## src/rtl/module_keypad_scan_debounce.sv

```systemverilog
// Matrix keypad scanner: walks a low column across the keypad, classifies each scan frame
// as none/single/multi, and confirms press and release only after DB_FRAMES identical frames.
module module_keypad_scan_debounce #(
   parameter int ROWS      = 4,
   parameter int COLS      = 4,
   parameter int SCAN_DIV  = 27000,
   parameter int DB_FRAMES = 10,
   localparam int CODE_W   = (ROWS * COLS > 1) ? $clog2(ROWS * COLS) : 1
) (
   input  logic              clk,
   input  logic              rst,
   input  logic [ROWS-1:0]   rows_in,
   output logic [COLS-1:0]   cols_out,
   output logic [CODE_W-1:0] key_code,
   output logic              key_valid,
   output logic              key_pressed,
   output logic              multi_key
);

   localparam int KEYS  = ROWS * COLS;
   localparam int COL_W = (COLS > 1) ? $clog2(COLS) : 1;
   localparam int DIV_W = $clog2(SCAN_DIV);
   localparam int CNT_W = $clog2(DB_FRAMES + 1);
   localparam logic [COLS-1:0] COLS_RST = ~(COLS'(1));

   typedef enum logic [1:0] {CLS_NONE, CLS_SINGLE, CLS_MULTI} cls_e;
   typedef enum logic {ST_RELEASED, ST_PRESSED} trk_e;

   logic [DIV_W-1:0]  div_cnt_q, div_cnt_d;
   logic [COL_W-1:0]  col_idx_q, col_idx_d;
   logic [COLS-1:0]   cols_q, cols_d;
   logic [ROWS-1:0]   sync1_q, sync1_d;
   logic [ROWS-1:0]   sync2_q, sync2_d;
   logic [KEYS-1:0]   acc_q, acc_d;
   logic [CNT_W-1:0]  stable_cnt_q, stable_cnt_d;
   cls_e              prev_kind_q, prev_kind_d;
   logic [CODE_W-1:0] prev_code_q, prev_code_d;
   logic              eval_q, eval_d;
   trk_e              state_q, state_d;
   logic [CODE_W-1:0] key_code_q, key_code_d;
   logic              key_valid_q, key_valid_d;
   logic              key_pressed_q, key_pressed_d;
   logic              multi_key_q, multi_key_d;

   logic              tc;
   logic              frame_end;
   logic [COL_W-1:0]  col_next;
   logic [KEYS-1:0]   frame_vec;
   logic [1:0]        n_set;
   logic [CODE_W-1:0] cls_code;
   cls_e              cls_kind;
   logic              same_cls;
   logic              stable_hit;

   // Column walk, row sampling into the frame accumulator, and per-frame classification
   always_comb begin
      tc        = (div_cnt_q == DIV_W'(SCAN_DIV - 1));
      frame_end = tc && (col_idx_q == COL_W'(COLS - 1));
      col_next  = frame_end ? '0 : col_idx_q + COL_W'(1);
      div_cnt_d = tc ? '0 : div_cnt_q + DIV_W'(1);
      col_idx_d = tc ? col_next : col_idx_q;
      sync1_d   = rows_in;
      sync2_d   = sync1_q;

      cols_d = cols_q;
      if (tc) begin
         for (int c = 0; c < COLS; c++) begin
            cols_d[c] = (col_next != COL_W'(c));
         end
      end

      frame_vec = acc_q;
      if (tc) begin
         for (int r = 0; r < ROWS; r++) begin
            for (int c = 0; c < COLS; c++) begin
               if ((col_idx_q == COL_W'(c)) && !sync2_q[r]) begin
                  frame_vec[r*COLS + c] = 1'b1;
               end
            end
         end
      end
      acc_d = frame_end ? '0 : frame_vec;

      n_set    = 2'd0;
      cls_code = '0;
      for (int i = 0; i < KEYS; i++) begin
         if (frame_vec[i]) begin
            if (n_set == 2'd0) begin
               cls_code = CODE_W'(i);
            end
            if (n_set != 2'd2) begin
               n_set = n_set + 2'd1;
            end
         end
      end
      cls_kind = (n_set == 2'd0) ? CLS_NONE : (n_set == 2'd1) ? CLS_SINGLE : CLS_MULTI;
      if (cls_kind != CLS_SINGLE) begin
         cls_code = '0;
      end
      same_cls = (cls_kind == prev_kind_q) && (cls_code == prev_code_q);

      stable_cnt_d = stable_cnt_q;
      prev_kind_d  = prev_kind_q;
      prev_code_d  = prev_code_q;
      if (frame_end) begin
         if (!same_cls) begin
            stable_cnt_d = CNT_W'(1);
         end else if (stable_cnt_q != CNT_W'(DB_FRAMES)) begin
            stable_cnt_d = stable_cnt_q + CNT_W'(1);
         end
         prev_kind_d = cls_kind;
         prev_code_d = cls_code;
      end
      eval_d = frame_end;
   end

   // Press/release tracker, acting one cycle after each frame evaluation
   always_comb begin
      state_d       = state_q;
      key_code_d    = key_code_q;
      key_valid_d   = 1'b0;
      key_pressed_d = key_pressed_q;
      multi_key_d   = multi_key_q;
      stable_hit    = eval_q && (stable_cnt_q == CNT_W'(DB_FRAMES));
      if (stable_hit) begin
         case (state_q)
            ST_RELEASED: begin
               case (prev_kind_q)
                  CLS_SINGLE: begin
                     state_d       = ST_PRESSED;
                     key_code_d    = prev_code_q;
                     key_valid_d   = 1'b1;
                     key_pressed_d = 1'b1;
                     multi_key_d   = 1'b0;
                  end
                  CLS_MULTI: multi_key_d = 1'b1;
                  default:   multi_key_d = 1'b0;
               endcase
            end
            default: begin
               case (prev_kind_q)
                  CLS_NONE: begin
                     state_d       = ST_RELEASED;
                     key_pressed_d = 1'b0;
                     multi_key_d   = 1'b0;
                  end
                  CLS_MULTI: multi_key_d = 1'b1;
                  default:   multi_key_d = 1'b0;
               endcase
            end
         endcase
      end
   end

   always_ff @(posedge clk or negedge rst) begin
      if (!rst) begin
         div_cnt_q     <= '0;
         col_idx_q     <= '0;
         cols_q        <= COLS_RST;
         sync1_q       <= '1;
         sync2_q       <= '1;
         acc_q         <= '0;
         stable_cnt_q  <= '0;
         prev_kind_q   <= CLS_NONE;
         prev_code_q   <= '0;
         eval_q        <= 1'b0;
         state_q       <= ST_RELEASED;
         key_code_q    <= '0;
         key_valid_q   <= 1'b0;
         key_pressed_q <= 1'b0;
         multi_key_q   <= 1'b0;
      end else begin
         div_cnt_q     <= div_cnt_d;
         col_idx_q     <= col_idx_d;
         cols_q        <= cols_d;
         sync1_q       <= sync1_d;
         sync2_q       <= sync2_d;
         acc_q         <= acc_d;
         stable_cnt_q  <= stable_cnt_d;
         prev_kind_q   <= prev_kind_d;
         prev_code_q   <= prev_code_d;
         eval_q        <= eval_d;
         state_q       <= state_d;
         key_code_q    <= key_code_d;
         key_valid_q   <= key_valid_d;
         key_pressed_q <= key_pressed_d;
         multi_key_q   <= multi_key_d;
      end
   end

   assign cols_out    = cols_q;
   assign key_code    = key_code_q;
   assign key_valid   = key_valid_q;
   assign key_pressed = key_pressed_q;
   assign multi_key   = multi_key_q;

endmodule
```

## config.mk

```make
export PLATFORM = sky130hd
export DESIGN_NAME = module_keypad_scan_debounce
export DESIGN_NICKNAME = d
export VERILOG_FILES = /design/src/rtl/module_keypad_scan_debounce.sv
export SDC_FILE = /design/constraint.sdc
export NUM_CORES = 1
export LEC_CHECK = 0
export ABC_AREA = 0
export CORE_ASPECT_RATIO = 0.75
export CORE_MARGIN = 8
export CORE_UTILIZATION = 35
export DETAILED_ROUTE_END_ITERATION = 10
export GPL_TIMING_DRIVEN = 1
export MAX_ROUTING_LAYER = met4
export SYNTH_ARGS = -nofsm -noshare
export SYNTH_HDL_FRONTEND = slang
export SYNTH_SLANG_ARGS = --single-unit
```

## constraint.sdc

```tcl
create_clock -name clk -period 27 [get_ports clk]
set_clock_uncertainty 0.15 [all_clocks]
set_input_delay 5.4 -clock clk [delete_from_list [all_inputs] [get_ports clk]]
set_output_delay 5.4 -clock clk [all_outputs]
set_load 0.02 [all_outputs]
```

After elaboration in Yosys (flattened, before gate mapping)

Index checks and enable logic that the tools add are counted.
W data, S select, Z words.

Add/subtract/negate cells: 18
Equality and inequality tests: 32
Muxes and demuxes: 95
Bitwise gates (word level): 1
Reduce and logical (&&, ||, !) cells: 46

Operators by type and width:

| cell                    | number |
|---|---|
| $mux W4                 | 31 |
| $mux W2                 | 33 |
| $logic_not A2 Y1        | 18 |
| $ne A2 B2 Y1 const B    | 17 |
| $add A2 B1 Y2 const B   | 16 |
| $mux W16                | 2 |
| $mux W1                 | 28 |
| $logic_and A1 B1 Y1     | 19 |
| $add A15 B1 Y15 const B | 1 |
| $eq A15 B15 Y1 const B  | 1 |
| $mux W15                | 1 |
| $ne A2 B1 Y1 const B    | 4 |
| $eq A2 B1 Y1 const B    | 3 |
| $eq A2 B2 Y1 const B    | 3 |
| $reduce_and A3 Y1       | 2 |
| $add A4 B1 Y4 const B   | 1 |
| $eq A4 B4 Y1            | 1 |
| $eq A4 B4 Y1 const B    | 1 |
| $logic_not A1 Y1        | 4 |
| $ne A4 B4 Y1 const B    | 1 |
| $reduce_bool A2 Y1      | 2 |
| $eq A2 B2 Y1            | 1 |
| $reduce_and A2 Y1       | 1 |
| $not A1 Y1              | 1 |

Bits in registers: 64
Input bits: 6
Output and inout bits: 11
Logic and storage cells: 207

Depth between registers and ports, before layout

Gate-level depths: netlist (run 1).

Depth after elaboration: 59
Depth in mapped cells: 47

Worst setup path before layout (run 1)

No wires, ideal clock.

Kind: register -> register
Start: register div_cnt_q[3]
End: register stable_cnt_q[1]
Data arrival time: 9.086 ns
Path slack: 17.643 ns
Cell stages (with the launch flop): 45
Buffers on the path: 4
Clock period less this slack: 9.357 ns
Path through: dfrtp_1 -> or4b_1 -> buf_2 -> or4_1 -> nor2_1 -> a21oi_1 -> ha_1 -> inv_1 -> mux2i_1 -> ha_1 -> nor2_1 -> a21oi_2 -> inv_2 -> ha_1 -> clkbuf_1 -> or4_1 -> a31oi_1 -> o21ai_1 -> [... 9 more ...] -> buf_2 -> nand2b_1 -> and3_1 -> a311oi_1 -> ha_1 -> nand2_1 -> o41a_1 -> ha_1 -> nand2_1 -> nor2_1 -> nor2_1 -> or4b_1 -> nand2_2 -> o41a_1 -> nor4_2 -> o21ai_2 -> o31ai_2 -> a22o_1

Cells in the longest elaborated chain, start to end: 57

Ends and longest elaborated chain:

| what                                          | line   | RTL |
|---|---|---|
| from (decl)                                   | 29     | `logic [DIV_W-1:0] div_cnt_q, div_cnt_d;` |
| from (signal assigned)                        | 173    | `div_cnt_q <= div_cnt_d;` |
| $eq A15 B15 Y1 *                              | 57     | `tc = (div_cnt_q == DIV_W'(SCAN_DIV - 1));` |
| $mux W16                                      | 73     | `if (tc) begin` |
| $mux W1                                       | 87     | `if (frame_vec[i]) begin` |
| $add A2 B1 Y2 or $ne A2 B2 Y1 (tied branches) | 92, 91 |  |
| $mux W2                                       | 91     | `if (n_set != 2'd2) begin` |
| $mux W2                                       | 87     |  |
| $add A2 B1 Y2 or $ne A2 B2 Y1 (tied branches) | 92, 91 |  |
| $mux W2                                       | 91     |  |
| [... 40 more ...]                             | --     |  |
| $eq A2 B1 Y1                                  | 96     | `cls_kind = (n_set == 2'd0) ? CLS_NONE : (n_set == 2'd1) ? CLS_SINGLE : CLS_MULTI;` |
| $mux W2 (2 in a row)                          | 96     |  |
| $ne A2 B1 Y1                                  | 97     | `if (cls_kind != CLS_SINGLE) begin` |
| $mux W4                                       | 97     |  |
| $eq A4 B4 Y1                                  | 100    | `same_cls = (cls_kind == prev_kind_q) && (cls_code == prev_code_q);` |
| $logic_and A1 B1 Y1                           | 100    |  |
| $ne A2 B1 Y1 (no source line)                 | --     |  |
| $reduce_and A2 Y1 (no source line)            | --     |  |
| to (signal assigned)                          | 179    | `stable_cnt_q <= stable_cnt_d;` |
| to (decl)                                     | 35     | `logic [CNT_W-1:0] stable_cnt_q, stable_cnt_d;` |

Mark *: on every way between the ends. The rest lies on a longest branch, timed or not.
A chain may end at the register's enable or synchronous reset.

Worst setup path after layout (run 1)

Ends and elaborated chain as after synthesis.

==> results.sh, run 1 <==
export IMPL_outcome="completed"
export IMPL_drt_pass1_iter_count=5
export IMPL_drive_gt1_frac=0.122
export IMPL_synth_area_leader_cell="dfrtp_1"
export IMPL_worst_pin_slew_ns=1.03
export IMPL_fin_crit_ns=11.07
export IMPL_vias_per_cell=5.79
export IMPL_ys_async_sr_fraction=1.00
export IMPL_grt_overflow=0
export IMPL_syn_area_sq_mm=0.00487
export IMPL_gp_congestion=0.903
export IMPL_yosysWarnings=0
export IMPL_cts_made_buffers=9
export IMPL_port_buffers=16
export IMPL_ant_nets=0
export IMPL_drt_first_iter_violations=294
export IMPL_die_w_um=152
export IMPL_num_rows=37
export IMPL_clk_latency_ns=0.33
export IMPL_regArea_sq_mm=0.00162
export IMPL_final_nets=591
export IMPL_drc=0
export IMPL_timing_final_crit_share=0.410
export IMPL_avgRoutedWirePerCell_um=16.5
export IMPL_synth_edf_count=0
export IMPL_fmax_ghz=0.0903
export IMPL_synth_area_top_cells="dfrtp_1 (27%), dfstp_2 (5.9%), nor2_1 (4.9%)"
export IMPL_critical_path_peak_fanout=13
export IMPL_initial_core_util=0.357
export IMPL_syn_inst=564
export IMPL_syn_num_nets=586
export IMPL_grt_first_pass_wirelength_mm=21.3
export IMPL_hp_class="reg -> reg"
export IMPL_finalPower_uw=225
export IMPL_antenna_found_initial=0
export IMPL_finalHoldViolCount=0
export IMPL_area_growth_pct=12.4
export IMPL_dieArea_sq_mm=0.0180
export IMPL_ys_seq_area_frac=0.332
export IMPL_grt_use_total=0.143
export IMPL_clock_path_buffers=2
export IMPL_via_count=4338
export IMPL_relSlewSlack=0.304
export IMPL_grt_pass1_vias=4198
export IMPL_crit_path_top_delay_cell="xnor2_1"
export IMPL_combPwrFrac=0.012
export IMPL_power_share_clock=0.554
export IMPL_wirelength_mm=12.4
export IMPL_power_per_cell_area_mw_per_mm2=41.0
export IMPL_fill_cells=1341
export IMPL_die_y_um=118
export IMPL_dpl_hpwl_mm=8.99
export IMPL_arrival_ns=11.19
export IMPL_ys_seq_elements=64
export IMPL_clockRootBuffer="clkbuf_16"
export IMPL_cts_sinks=64
export IMPL_ir_drop_mv=0.0399
export IMPL_grt_start_max_net_pins=35
export IMPL_ys_types=89
export IMPL_p_switching_uw=43.3
export IMPL_path_clk_slew_ns=0.05
export IMPL_p_leak_nw=2.33
export IMPL_crit_required_ns=27.12
export IMPL_critical_path_startpoint_type="flip-flop"
export IMPL_report_final_slew_viol_count=0
export IMPL_cts_setup_buffers=0
export IMPL_setup_violations=0
export IMPL_hold_buffers=0
export IMPL_core_sq_mm=0.0137
export IMPL_synth_top_area_share=0.272
export IMPL_maxCapViolCount=0
export IMPL_p_int_uw=181
export IMPL_num_io_pins=17
export IMPL_multi_input_area_sq_mm=0.00308
export IMPL_cts_tree="yes"
export IMPL_path_class="reg -> reg"
export IMPL_power_frac_seq=0.434
export IMPL_max_stage_delay_ns=0.75
export IMPL_setup_tns_final_ns=0
export IMPL_finish_utilization=0.401
export IMPL_rsz0062_at_grt="no"
export IMPL_syn_area_per_cell_sq_um=8.64
export IMPL_cp_end_kind="flip-flop"
export IMPL_power_switching_share=0.193
export IMPL_antenna_cells=0
export IMPL_ys_flop_type="dfrtp_1"
export IMPL_cts_htree_levels=3
export IMPL_path_common_cell="ha_1"
export IMPL_post_cts_resized=0
cells in the mapped netlist, drive strengths merged (3+ instances only):
master  instances
a211oi          5
clkbuf         18
o211ai          4
or3             7
nand2          52
buf             7
o22ai           7
a21o           10
and3            6
o31a            4
ha             16
xnor2          16
and4b           4
or4             5
nand4           9
and2            9
dfrtp          53
mux2i           9
a41oi           3
nor4            9
mux2            6
nand3          24
o41a            4
a311oi          5
a31o            4
inv            19
o31ai           5
a21oi          27
nor3           18
a32oi           3
nand2b         10
dfstp          11
o21a            5
nor2b           4
or2             7
nand4b          4
o21ai          38
xor2           12
nor2           63
a31oi          11
power by group through the flow:
stage	clock (mW)	combinational [mW]	sequential [mW]
final	0.124	0.00269	0.0975
after global routing	0.131	0.00318	0.0975
after CTS	0.127	0.00286	0.0975
after detailed placement	0	0.00289	0.0991
after global placement	0	0.00279	0.0991
after floorplan	0	0.000141	0.0989
metrics by stage:
| stage | hold WS [ns] | setup WS (ns) | cell area (sq um) | cells |
|---|---|---|---|---|
| after floorplan | 0.195 | 17.64 | 4870 | 564 |
| after global placement | 0.196 | 16.49 | 5160 | 733 |
| after detailed placement | 0.199 | 16.16 | 5160 | 733 |
| after CTS | 0.209 | 16.06 | 5480 | 749 |
| after global routing | 0.214 | 15.15 | 5480 | 749 |
| final | 0.207 | 15.93 | 5480 | 749 |
routing by layer:
metal,global-route usage,routed length (um),share of wire
met3,0.0269,640,0.052
met5,-,0,0
met1,0.202,6320,0.51
met4,0.0349,111,0.0090
met2,0.205,5290,0.43
sequential cells by signal (all words and copies together) (netlist names), named ones only:
signal        cells
acc_q            16
div_cnt_q        15
cols_out          4
key_code          4
prev_code_q       4
stable_cnt_q      4
sync1_q           4
sync2_q           4
col_idx_q         2
prev_kind_q       2
eval_q            1
key_pressed       1
key_valid         1
multi_key         1
worst max-delay path: cells and delay by family, from the launching register on:
kind / cells / cell delay, ns
buf+inv: 2 / 0.22
simple gates: 16 / 4.09
flops: 1 / 0.45
fa+ha+maj: 5 / 1.48
xor+xnor: 2 / 0.96
compound gates: 15 / 3.40
mux: 1 / 0.23
worst paths after layout:
check | slack, ns | cells after the start | end | from
max in group asynchronous | 20.83 | 2 | sync2_q[2]$_DFF_PN1_ | rst
min in group asynchronous | 4.95 | 1 | stable_cnt_q[3]$_DFFE_PN0P_ | rst
worst max-delay path | 15.93 | 41 | stable_cnt_q[1]$_DFFE_PN0P_ | div_cnt_q[3]$_DFF_PN0_
worst min-delay path | 0.21 | 0 | sync2_q[0]$_DFF_PN1_ | sync1_q[0]$_DFF_PN1_
worst min register to register | 0.21 | 0 | sync2_q[0]$_DFF_PN1_ | sync1_q[0]$_DFF_PN1_
worst max register to register | 15.93 | 41 | stable_cnt_q[1]$_DFFE_PN0P_ | div_cnt_q[3]$_DFF_PN0_
layout make-up:
cell class / instances / share of cell area
multi-input cells: 456 / 0.562
flip-flops and latches: 64 / 0.295
clock buffers: 13 / 0.0457
well taps: 175 / 0.0400
repair buffers: 19 / 0.0324
inverters: 19 / 0.0130
clock inverters: 3 / 0.0123
cells in the final DEF, fill, tap and decap left out, types with 5 or more instances in the layout:
cell / synthesis / final
mux2i_1: 9 / 9
and3_1: 6 / 6
dfstp_2: 11 / 11
or2_2: 7 / 7
nor4_1: 6 / 6
nand4_1: 9 / 9
or4_1: 5 / 5
nand2_1: 51 / 51
xnor2_1: 15 / 15
nand2b_1: 9 / 9
dfrtp_1: 53 / 53
a31oi_1: 10 / 10
xor2_1: 11 / 11
a21o_1: 10 / 10
inv_1: 18 / 18
nor2_1: 63 / 63
clkdlybuf4s50_1: 0 / 15
o21ai_1: 6 / 6
o22ai_1: 5 / 5
clkbuf_16: 0 / 9
mux2_2: 6 / 6
a21oi_1: 25 / 25
or3_1: 5 / 5
o21ai_0: 31 / 31
nand3_1: 24 / 24
and2_1: 9 / 9
ha_1: 16 / 16
nor3_1: 17 / 17
logic make-up after synthesis:
kind of cell | share of synthesized area
simple gates | 0.261
compound gates | 0.241
fa+ha+maj | 0.0411
buf+inv | 0.0372
xor+xnor | 0.0557
flops | 0.332
mux | 0.0324
Power figures use the tool's default switching activity.
==> run 2, diff against run 1 <==
- clock period: 27 -> 9.6 ns (I/O delays scaled with it)
==> results.sh, run 2 (same netlist as run 1, synthesis figures left out) <==
export IMPL_dpl_hpwl_mm=9.28
export IMPL_wirelength_mm=13.1
export IMPL_critical_path_startpoint_type="flip-flop"
export IMPL_power_per_cell_area_mw_per_mm2=103
export IMPL_antenna_cells=0
export IMPL_layout_commonest_cell="nor2_1"
export IMPL_drt_first_iter_violations=382
export IMPL_drc=0
export IMPL_initial_core_util=0.357
export IMPL_grt_first_pass_wirelength_mm=21.3
export IMPL_fmax_ghz=0.108
export IMPL_fin_crit_ns=9.28
export IMPL_p_leak_nw=2.57
export IMPL_worst_pin_slew_ns=1.05
export IMPL_cts_htree_levels=3
export IMPL_finalPower_uw=629
export IMPL_grt_overflow=0
export IMPL_num_io_pins=17
export IMPL_outcome="completed"
export IMPL_clockRootBuffer="clkbuf_16"
export IMPL_crit_path_top_delay_cell="or4_4"
export IMPL_ant_nets=0
export IMPL_finish_utilization=0.445
export IMPL_clock_path_buffers=2
export IMPL_core_sq_mm=0.0137
export IMPL_maxCapViolCount=0
export IMPL_hold_ws_ns=0.205
export IMPL_avgRoutedWirePerCell_um=16.5
export IMPL_place_area_sq_mm=0.00535
export IMPL_drive_gt1_frac=0.248
export IMPL_path_clk_slew_ns=0.05
export IMPL_combPwrFrac=0.012
export IMPL_drt_pass1_iter_count=7
export IMPL_timing_final_crit_share=0.967
export IMPL_antenna_found_initial=0
export IMPL_cts_sinks=64
export IMPL_power_switching_share=0.191
export IMPL_final_nets=633
export IMPL_grt_start_max_net_pins=65
export IMPL_grt_use_total=0.143
export IMPL_top_register="acc_q"
export IMPL_finalHoldViolCount=0
export IMPL_crit_required_ns=9.66
export IMPL_area_growth_pct=24.8
export IMPL_die_y_um=118
export IMPL_setup_tns_final_ns=0
export IMPL_relSlewSlack=0.299
export IMPL_p_int_uw=509
export IMPL_hp_class="reg -> reg"
export IMPL_layout_cells_non_filler=791
export IMPL_place_ws_ns=-0.174
export IMPL_dp_cells=758
export IMPL_critical_path_peak_fanout=7
export IMPL_cp_end_kind="flip-flop"
export IMPL_num_rows=37
export IMPL_clk_latency_ns=0.32
export IMPL_p_switching_uw=120
export IMPL_ir_drop_mv=0.103
export IMPL_dieArea_sq_mm=0.0180
export IMPL_cts_made_buffers=9
export IMPL_cts_tree="yes"
export IMPL_final_area_sq_mm=0.00608
export IMPL_arrival_ns=9.34
export IMPL_gp_congestion=0.871
export IMPL_max_stage_delay_ns=0.59
export IMPL_die_w_um=152
export IMPL_largest_reg_flops=16
export IMPL_grt_pass1_vias=4225
export IMPL_final_cell_mix="nor2_1 (61), dfrtp_1 (53), nand2_1 (49)"
export IMPL_via_count=4532
export IMPL_setup_violations=0
export IMPL_layout_setup_ws_ns=0.317
export IMPL_report_final_slew_viol_count=0
export IMPL_reg_top3="acc_q x16, div_cnt_q x15"
export IMPL_port_buffers=16
export IMPL_path_class="reg -> reg"
export IMPL_power_share_clock=0.552
export IMPL_power_frac_seq=0.436
export IMPL_vias_per_cell=5.73
run 2: changes by cell type in the layout (fill, tap and decap cells not counted), sizes merged:
cell and change:
clkinv +1, clkinvlp +1, buf +42, clkbuf -2
run 2: worst paths after layout:
kind                            slack [ns]                          end  depth (start not counted)                    from
worst min register to register        0.20         sync2_q[3]$_DFF_PN1_                          0    sync1_q[3]$_DFF_PN1_
worst max-delay path                  0.32  stable_cnt_q[1]$_DFFE_PN0P_                         40  div_cnt_q[9]$_DFF_PN0_
worst max register to register        0.32  stable_cnt_q[1]$_DFFE_PN0P_                         40  div_cnt_q[9]$_DFF_PN0_
min in group asynchronous             1.61       div_cnt_q[0]$_DFF_PN0_                          2                     rst
max in group asynchronous             7.16      div_cnt_q[11]$_DFF_PN0_                          2                     rst
worst min-delay path                  0.20         sync2_q[3]$_DFF_PN1_                          0    sync1_q[3]$_DFF_PN1_
run 2: power by group through the flow:
| stage | logic, mW | clock network (mW) | registers (mW) |
|---|---|---|---|
| 2_1_floorplan | 0.000395 | 0 | 0.278 |
| 3_5_place_dp | 0.00799 | 0 | 0.279 |
| 3_3_place_gp | 0.00782 | 0 | 0.279 |
| 6_report | 0.00755 | 0.347 | 0.274 |
| 5_1_grt | 0.00893 | 0.363 | 0.274 |
| 4_1_cts | 0.00797 | 0.352 | 0.274 |
run 2: per-layer routing:
metal,GRT usage,wire length [um]
met1,0.209,6930
met2,0.205,5520
met3,0.0251,539
met4,0.0218,72
met5,-,0
run 2: critical path: cells and delay by family (launching register included):
family	cells	cell delay, ns
xor gates and xnor gates	1	0.20
adders and majority gates	5	1.45
and+or+nand+nor	14	3.77
AOI/OAI and AO/OA	15	2.50
muxes	1	0.12
DFF	1	0.39
buffers and inverters	4	0.57
run 2: cell type report:
class / count / area, sq um
Timing Repair Buffer: 61 / 505
Tap cell: 175 / 219
Multi-Input combinational cell: 456 / 3340
Sequential cell: 64 / 1620
Fill cell: 1280 / 7580
Inverter: 19 / 71.3
Clock inverter: 5 / 80.1
Clock buffer: 11 / 243
run 2: timing repair:
action                                  4_1_cts  5_1_grt
hold buffers                                  0        0
pin swaps                                     1       19
endpoints found under the setup margin        4        8
setup buffers                                 0       17
gates cloned                                  0        0
gates resized for setup                       4       52
==> run 3, diff against run 2 <==
- CAP_MARGIN: default -> 20
==> results of run 3 <==
Final layout, timing and power as in run 2 (identical DEF).
